[src/rtl/pes_cla_seq_adder_if.sv]
// Operand/result handshake bundle for the nibble-serial CLA adder.
// The master drives operands and consumes results; the slave is the adder.
interface pes_cla_seq_adder_if #(
   parameter int WIDTH = 16
);
   logic             in_valid;
   logic             in_ready;
   logic [WIDTH-1:0] in_a;
   logic [WIDTH-1:0] in_b;
   logic             in_cin;
   logic             out_valid;
   logic             out_ready;
   logic [WIDTH-1:0] out_sum;
   logic             out_cout;
   logic             out_pg;
   logic             out_gg;
   logic             out_ovf;

   modport master (
      output in_valid, in_a, in_b, in_cin, out_ready,
      input  in_ready, out_valid, out_sum, out_cout, out_pg, out_gg, out_ovf
   );

   modport slave (
      input  in_valid, in_a, in_b, in_cin, out_ready,
      output in_ready, out_valid, out_sum, out_cout, out_pg, out_gg, out_ovf
   );
endinterface

[src/rtl/pes_cla_seq_adder.sv]
// Multi-cycle WIDTH-bit adder that reuses one 4-bit carry-lookahead slice,
// one nibble per clock LSB first, with valid/ready on both sides.
module pes_cla_adder (
   input  logic [3:0] A,
   input  logic [3:0] B,
   input  logic       Cin,
   output logic [3:0] S,
   output logic       Cout,
   output logic       PG,
   output logic       GG
);
   logic [3:0] p;
   logic [3:0] g;
   logic [3:0] c;

   assign p = A ^ B;
   assign g = A & B;

   // Carries are flattened lookahead terms rather than a ripple chain.
   assign c[0] = Cin;
   assign c[1] = g[0] | (p[0] & Cin);
   assign c[2] = g[1] | (p[1] & g[0]) | (p[1] & p[0] & Cin);
   assign c[3] = g[2] | (p[2] & g[1]) | (p[2] & p[1] & g[0]) | (p[2] & p[1] & p[0] & Cin);

   assign PG   = &p;
   assign GG   = g[3] | (p[3] & g[2]) | (p[3] & p[2] & g[1]) | (p[3] & p[2] & p[1] & g[0]);
   assign Cout = GG | (PG & Cin);
   assign S    = p ^ c;
endmodule

module pes_cla_seq_adder #(
   parameter int WIDTH = 16
) (
   input logic                  clk,
   input logic                  rst_n,
   pes_cla_seq_adder_if.slave   bus
);
   localparam int NIBBLES = WIDTH / 4;
   localparam int IDX_W   = (NIBBLES > 1) ? $clog2(NIBBLES) : 1;

   typedef enum logic [1:0] {IDLE, RUN, DONE} state_t;

   state_t             state_q, state_d;
   logic [WIDTH-1:0]   a_q, a_d;
   logic [WIDTH-1:0]   b_q, b_d;
   logic [WIDTH-1:0]   sum_q, sum_d;
   logic               carry_q, carry_d;
   logic [IDX_W-1:0]   idx_q, idx_d;
   logic               pg_acc_q, pg_acc_d;
   logic               gg_acc_q, gg_acc_d;
   logic [WIDTH-1:0]   out_sum_q, out_sum_d;
   logic               out_cout_q, out_cout_d;
   logic               out_pg_q, out_pg_d;
   logic               out_gg_q, out_gg_d;
   logic               out_ovf_q, out_ovf_d;

   logic [3:0]         slice_a;
   logic [3:0]         slice_b;
   logic [3:0]         slice_s;
   logic               slice_cout;
   logic               slice_pg;
   logic               slice_gg;

   assign slice_a = a_q[4*idx_q +: 4];
   assign slice_b = b_q[4*idx_q +: 4];

   pes_cla_adder u_slice (
      .S    (slice_s),
      .Cout (slice_cout),
      .PG   (slice_pg),
      .GG   (slice_gg),
      .A    (slice_a),
      .B    (slice_b),
      .Cin  (carry_q)
   );

   always_comb begin
      state_d    = state_q;
      a_d        = a_q;
      b_d        = b_q;
      sum_d      = sum_q;
      carry_d    = carry_q;
      idx_d      = idx_q;
      pg_acc_d   = pg_acc_q;
      gg_acc_d   = gg_acc_q;
      out_sum_d  = out_sum_q;
      out_cout_d = out_cout_q;
      out_pg_d   = out_pg_q;
      out_gg_d   = out_gg_q;
      out_ovf_d  = out_ovf_q;

      case (state_q)
         IDLE: begin
            if (bus.in_valid) begin
               a_d      = bus.in_a;
               b_d      = bus.in_b;
               carry_d  = bus.in_cin;
               idx_d    = '0;
               pg_acc_d = 1'b1;
               gg_acc_d = 1'b0;
               state_d  = RUN;
            end
         end
         RUN: begin
            sum_d[4*idx_q +: 4] = slice_s;
            carry_d  = slice_cout;
            pg_acc_d = pg_acc_q & slice_pg;
            // The new nibble is more significant than everything accumulated so far.
            gg_acc_d = slice_gg | (slice_pg & gg_acc_q);
            idx_d    = idx_q + IDX_W'(1);
            if (idx_q == IDX_W'(NIBBLES - 1)) begin
               idx_d      = '0;
               state_d    = DONE;
               out_sum_d  = sum_d;
               out_cout_d = slice_cout;
               out_pg_d   = pg_acc_d;
               out_gg_d   = gg_acc_d;
               out_ovf_d  = (a_q[WIDTH-1] == b_q[WIDTH-1]) && (sum_d[WIDTH-1] != a_q[WIDTH-1]);
            end
         end
         DONE: begin
            if (bus.out_ready) begin
               state_d = IDLE;
            end
         end
         default: state_d = IDLE;
      endcase
   end

   always_ff @(posedge clk or negedge rst_n) begin
      if (!rst_n) begin
         state_q    <= IDLE;
         a_q        <= '0;
         b_q        <= '0;
         sum_q      <= '0;
         carry_q    <= 1'b0;
         idx_q      <= '0;
         pg_acc_q   <= 1'b0;
         gg_acc_q   <= 1'b0;
         out_sum_q  <= '0;
         out_cout_q <= 1'b0;
         out_pg_q   <= 1'b0;
         out_gg_q   <= 1'b0;
         out_ovf_q  <= 1'b0;
      end else begin
         state_q    <= state_d;
         a_q        <= a_d;
         b_q        <= b_d;
         sum_q      <= sum_d;
         carry_q    <= carry_d;
         idx_q      <= idx_d;
         pg_acc_q   <= pg_acc_d;
         gg_acc_q   <= gg_acc_d;
         out_sum_q  <= out_sum_d;
         out_cout_q <= out_cout_d;
         out_pg_q   <= out_pg_d;
         out_gg_q   <= out_gg_d;
         out_ovf_q  <= out_ovf_d;
      end
   end

   assign bus.in_ready  = (state_q == IDLE);
   assign bus.out_valid = (state_q == DONE);
   assign bus.out_sum   = out_sum_q;
   assign bus.out_cout  = out_cout_q;
   assign bus.out_pg    = out_pg_q;
   assign bus.out_gg    = out_gg_q;
   assign bus.out_ovf   = out_ovf_q;
endmodule

[src/flat_wrapper.sv]
// flat-port wrapper written by rule: the top's interface ports become plain ports
module pes_cla_seq_adder_flat 
#(
   parameter int WIDTH = 16
)
  (clk, rst_n, bus_in_valid, bus_in_a, bus_in_b, bus_in_cin, bus_out_ready, bus_in_ready, bus_out_valid, bus_out_sum, bus_out_cout, bus_out_pg, bus_out_gg, bus_out_ovf);
  pes_cla_seq_adder_if #(.WIDTH(WIDTH)) bus_i ();
  input logic clk;
  input logic rst_n;
  input wire logic [$bits(bus_i.in_valid)-1:0] bus_in_valid;
  input wire logic [$bits(bus_i.in_a)-1:0] bus_in_a;
  input wire logic [$bits(bus_i.in_b)-1:0] bus_in_b;
  input wire logic [$bits(bus_i.in_cin)-1:0] bus_in_cin;
  input wire logic [$bits(bus_i.out_ready)-1:0] bus_out_ready;
  output wire logic [$bits(bus_i.in_ready)-1:0] bus_in_ready;
  output wire logic [$bits(bus_i.out_valid)-1:0] bus_out_valid;
  output wire logic [$bits(bus_i.out_sum)-1:0] bus_out_sum;
  output wire logic [$bits(bus_i.out_cout)-1:0] bus_out_cout;
  output wire logic [$bits(bus_i.out_pg)-1:0] bus_out_pg;
  output wire logic [$bits(bus_i.out_gg)-1:0] bus_out_gg;
  output wire logic [$bits(bus_i.out_ovf)-1:0] bus_out_ovf;
  assign bus_i.in_valid = bus_in_valid;
  assign bus_i.in_a = bus_in_a;
  assign bus_i.in_b = bus_in_b;
  assign bus_i.in_cin = bus_in_cin;
  assign bus_i.out_ready = bus_out_ready;
  assign bus_in_ready = bus_i.in_ready;
  assign bus_out_valid = bus_i.out_valid;
  assign bus_out_sum = bus_i.out_sum;
  assign bus_out_cout = bus_i.out_cout;
  assign bus_out_pg = bus_i.out_pg;
  assign bus_out_gg = bus_i.out_gg;
  assign bus_out_ovf = bus_i.out_ovf;
  pes_cla_seq_adder #(.WIDTH(WIDTH)) u_core (.clk(clk), .rst_n(rst_n), .bus(bus_i));
endmodule
[config.mk]
export PLATFORM = sky130hd
export DESIGN_NAME = pes_cla_seq_adder_flat
export DESIGN_NICKNAME = d
export VERILOG_FILES = /design/src/rtl/pes_cla_seq_adder_if.sv /design/src/rtl/pes_cla_seq_adder.sv /design/src/flat_wrapper.sv
export SDC_FILE = /design/constraint.sdc
export NUM_CORES = 1
export LEC_CHECK = 0
export ABC_AREA = 0
export CAP_MARGIN = 5
export CORE_UTILIZATION = 57
export CTS_CLUSTER_SIZE = 30
export DETAILED_ROUTE_END_ITERATION = 7
export HOLD_SLACK_MARGIN = 0.1
export PLACE_DENSITY = 0.85
export SLEW_MARGIN = 10
export SYNTH_ARGS = -nofsm -noshare
export SYNTH_HDL_FRONTEND = slang
export SYNTH_SLANG_ARGS = --single-unit
export TNS_END_PERCENT = 50
[constraint.sdc]
create_clock -name clk -period 4.1 [get_ports clk]
set_clock_uncertainty 0.1 [all_clocks]
set_input_delay 0.82 -clock clk [delete_from_list [all_inputs] [get_ports clk]]
set_output_delay 0.82 -clock clk [all_outputs]
set_load 0.005 [all_outputs]
==> results_dict.tcl <==
set metrics [dict create \
    synth.area.top_cells "dfrtp_1, mux2_2, mux4_2, nand2_1, ha_1" \
    ant_nets 0 \
    grt_pass1_wl_mm 12.2 \
    via_count 2467 \
    gp_congestion 0.925 \
    dominantRegCellSynth "dfrtp_1" \
    first_iter_violations 159 \
    worstSetupPathType "reg2reg" \
    hold_buffers 0 \
    p_int_mw 2.48 \
    clk_path_buf_depth 2 \
    synth-edff-count 0 \
    switching_share_pct 40.0 \
    syn_inst 292 \
    drive_above_1_share_pct 19.2 \
    dr.pass1.iters 5 \
    hold_violations 0 \
    ys_async_sr_fraction_pct 100 \
    ir_drop_mv 0.586 \
    areaGrowthSynthToFinish_pct 25.3 \
    final_core_util_pct 74.3 \
    seqPwrFrac_pct 31.6 \
    fmax_mhz 333 \
    synth_nets 340 \
    hold_class "in2async" \
    wl_per_cell_um 16.8 \
    setup-tns-final_ns 0 \
    instances_no_fill 434 \
    cts_root_buf "clkbuf_8" \
    drv_cap 0 \
    cts.sink_count 75 \
    cp-end-kind "flip-flop" \
    powerDensity_nw_per_um2 941 \
    core_area_um2 5920 \
    yosys-top-cells-count "dfrtp_1, nand2_1, mux2_2" \
    grt_pass1_vias 2458 \
    dp_cells 418 \
    globalRouteOverflowTotal 0 \
    cp-start-kind "flip-flop" \
    yosysUniqueCellTypes 44 \
    synth-seq-cells 75 \
    post_cts_resized 0 \
    io_pins 59 \
    clkTransAtPathRegs_ns 0.08 \
    dp_hpwl_mm 5.31 \
    die_w_um 80.5 \
    clkPwrFrac_pct 16.4 \
    drv_slew 0 \
    cts_buffers 9 \
    routed_wl_mm 7.30 \
    avgSynthCellArea_um2 12.0 \
    worstPathRequired_ns 4.27 \
    antenna_cells 0 \
    relSlewSlack_pct 27.0 \
    status "finished clean" \
    port_buffers 58 \
    cts_tree "done" \
    setup_viol 0 \
    finalCriticalPeriod_ns 3.00 \
    post-synth-top-count-cell "dfrtp_1" \
    dieArea_um2 6470 \
    p_switching_mw 1.66 \
    final_area_um2 4400 \
    critPathMaxFanout 10 \
    track_usage_pct 26.3 \
    yosysTopAreaCell "dfrtp_1" \
    cellLeakagePower_nw 1.92 \
    drc 0 \
    start_util_pct 59.3 \
    hold_ws_ns 0.311 \
    synth_top_area_share_pct 53.5 \
    grt_start_max_net_pins 39 \
    netlist_area_um2 3510 \
    worstPathArrival_ns 3.18 \
    p_comb_share_pct 52.0 \
    die_y_um 80.5 \
    ys_seq_area_share_pct 53.5 \
    tightest_slew_ns 1.09 \
    rsz0062_at_grt "false" \
    clk_latency_ns 0.35 \
    ys_warn_count 0 \
    post-cts-setup-buffer-count 0 \
    core.rowCount 28 \
    htreeDepth 3 \
    fin_nets 402 \
    place_area_um2 4160 \
    vias_per_cell 5.68 \
    antenna_found_initial 0 \
    period_share_pct 73.3 \
]
==> placed cells by master, fill, tap and decap left out, types with 4 or more instances in the layout <==
cell type,instances
dfrtp_1,75
clkdlybuf4s50_1,57
nand2_1,37
mux2_2,34
o21ai_0,20
a21oi_1,16
inv_1,12
ha_1,10
clkbuf_8,10
nor2_1,8
a22o_1,8
mux4_2,7
nor2b_1,6
buf_4,5
nand3_1,4
==> power by group through the flow <==
stage	combinational, mW	sequential (mW)	clock [mW]
2_1_floorplan	1.49	1.23	0
3_3_place_gp	2.05	1.29	0
3_5_place_dp	2.14	1.31	0
4_1_cts	2.14	1.30	0.687
5_1_grt	2.34	1.34	0.723
6_report	2.15	1.31	0.678
==> final timing paths <==
| path | start | depth (start not counted) | slack [ns] | end |
|---|---|---|---|---|
| max | u_core.idx_q[0]$_DFFE_PN0P_ | 8 | 1.10 | u_core.sum_q[10]$_DFFE_PN0P_ |
| min | rst_n | 1 | 0.31 | u_core.sum_q[15]$_DFFE_PN0P_ |
| max reg2reg | u_core.idx_q[0]$_DFFE_PN0P_ | 8 | 1.10 | u_core.sum_q[10]$_DFFE_PN0P_ |
| min reg2reg | u_core.bus.out_pg$_DFFE_PN0P_ | 2 | 0.38 | u_core.bus.out_pg$_DFFE_PN0P_ |
| max in group asynchronous | rst_n | 2 | 2.84 | u_core.b_q[5]$_DFFE_PN0P_ |
| min in group clk | u_core.bus.out_pg$_DFFE_PN0P_ | 2 | 0.38 | u_core.bus.out_pg$_DFFE_PN0P_ |
==> stage by stage <==
| stage | worst slack [ns] | power, mW |
|---|---|---|
| after floorplan | 1.35 | 2.72 |
| after global placement | 1.24 | 3.34 |
| after detailed placement | 1.14 | 3.45 |
| after CTS | 1.13 | 4.13 |
| after global routing | 0.912 | 4.41 |
| final | 1.10 | 4.14 |
==> worst max-delay path, cell delays in order (launching register included) <==
cell and delay, ns:
dfrtp_1 0.55, buf_4 0.26, mux4_1 0.59, ha_1 0.34, a21o_1 0.16, a21oi_1 0.21, xnor2_1 0.30, nand2_1 0.20
o21ai_0 0.21
==> flip-flops by register name, indices dropped and copies added, names as in the netlist <==
register / cells
u_core.bus.out_ovf: 1
u_core.a_q: 16
u_core.sum_q: 16
u_core.pg_acc_q: 1
u_core.bus.out_cout: 1
u_core.carry_q: 1
u_core.bus.out_gg: 1
u_core.gg_acc_q: 1
u_core.state_q: 2
u_core.bus.out_sum: 16
u_core.b_q: 16
u_core.idx_q: 2
u_core.bus.out_pg: 1
==> logic make-up after synthesis <==
kind of cell | Yosys count | synth area share (%)
AO/OA/AOI/OAI | 67 | 12.3
buffers and inverters | 25 | 3.25
flip-flops | 75 | 53.5
AND/OR/NAND/NOR | 69 | 9.70
adder cells (fa/ha/maj) | 11 | 4.14
XOR/XNOR | 3 | 0.963
multiplexers | 42 | 16.2
==> cell type report <==
cell class | count | area, um^2
fillers | 424 | 1520
clock inverters | 5 | 100
flip-flops and latches | 75 | 1880
well taps | 75 | 93.8
repair buffers | 63 | 613
multi-input cells | 192 | 1520
inverters | 13 | 48.8
clock buffers | 11 | 141
==> layer usage <==
layer	track usage (%)	vias to the layer above	share of wire, %	routed length, um
li1	-	1172	-	-
met1	33.5	1186	43	3120
met2	42.5	86	50	3650
met3	5.45	23	4.3	314
met4	12.9	0	2.8	207
met5	0	-	0	0
(Power assumes the default switching activity.)
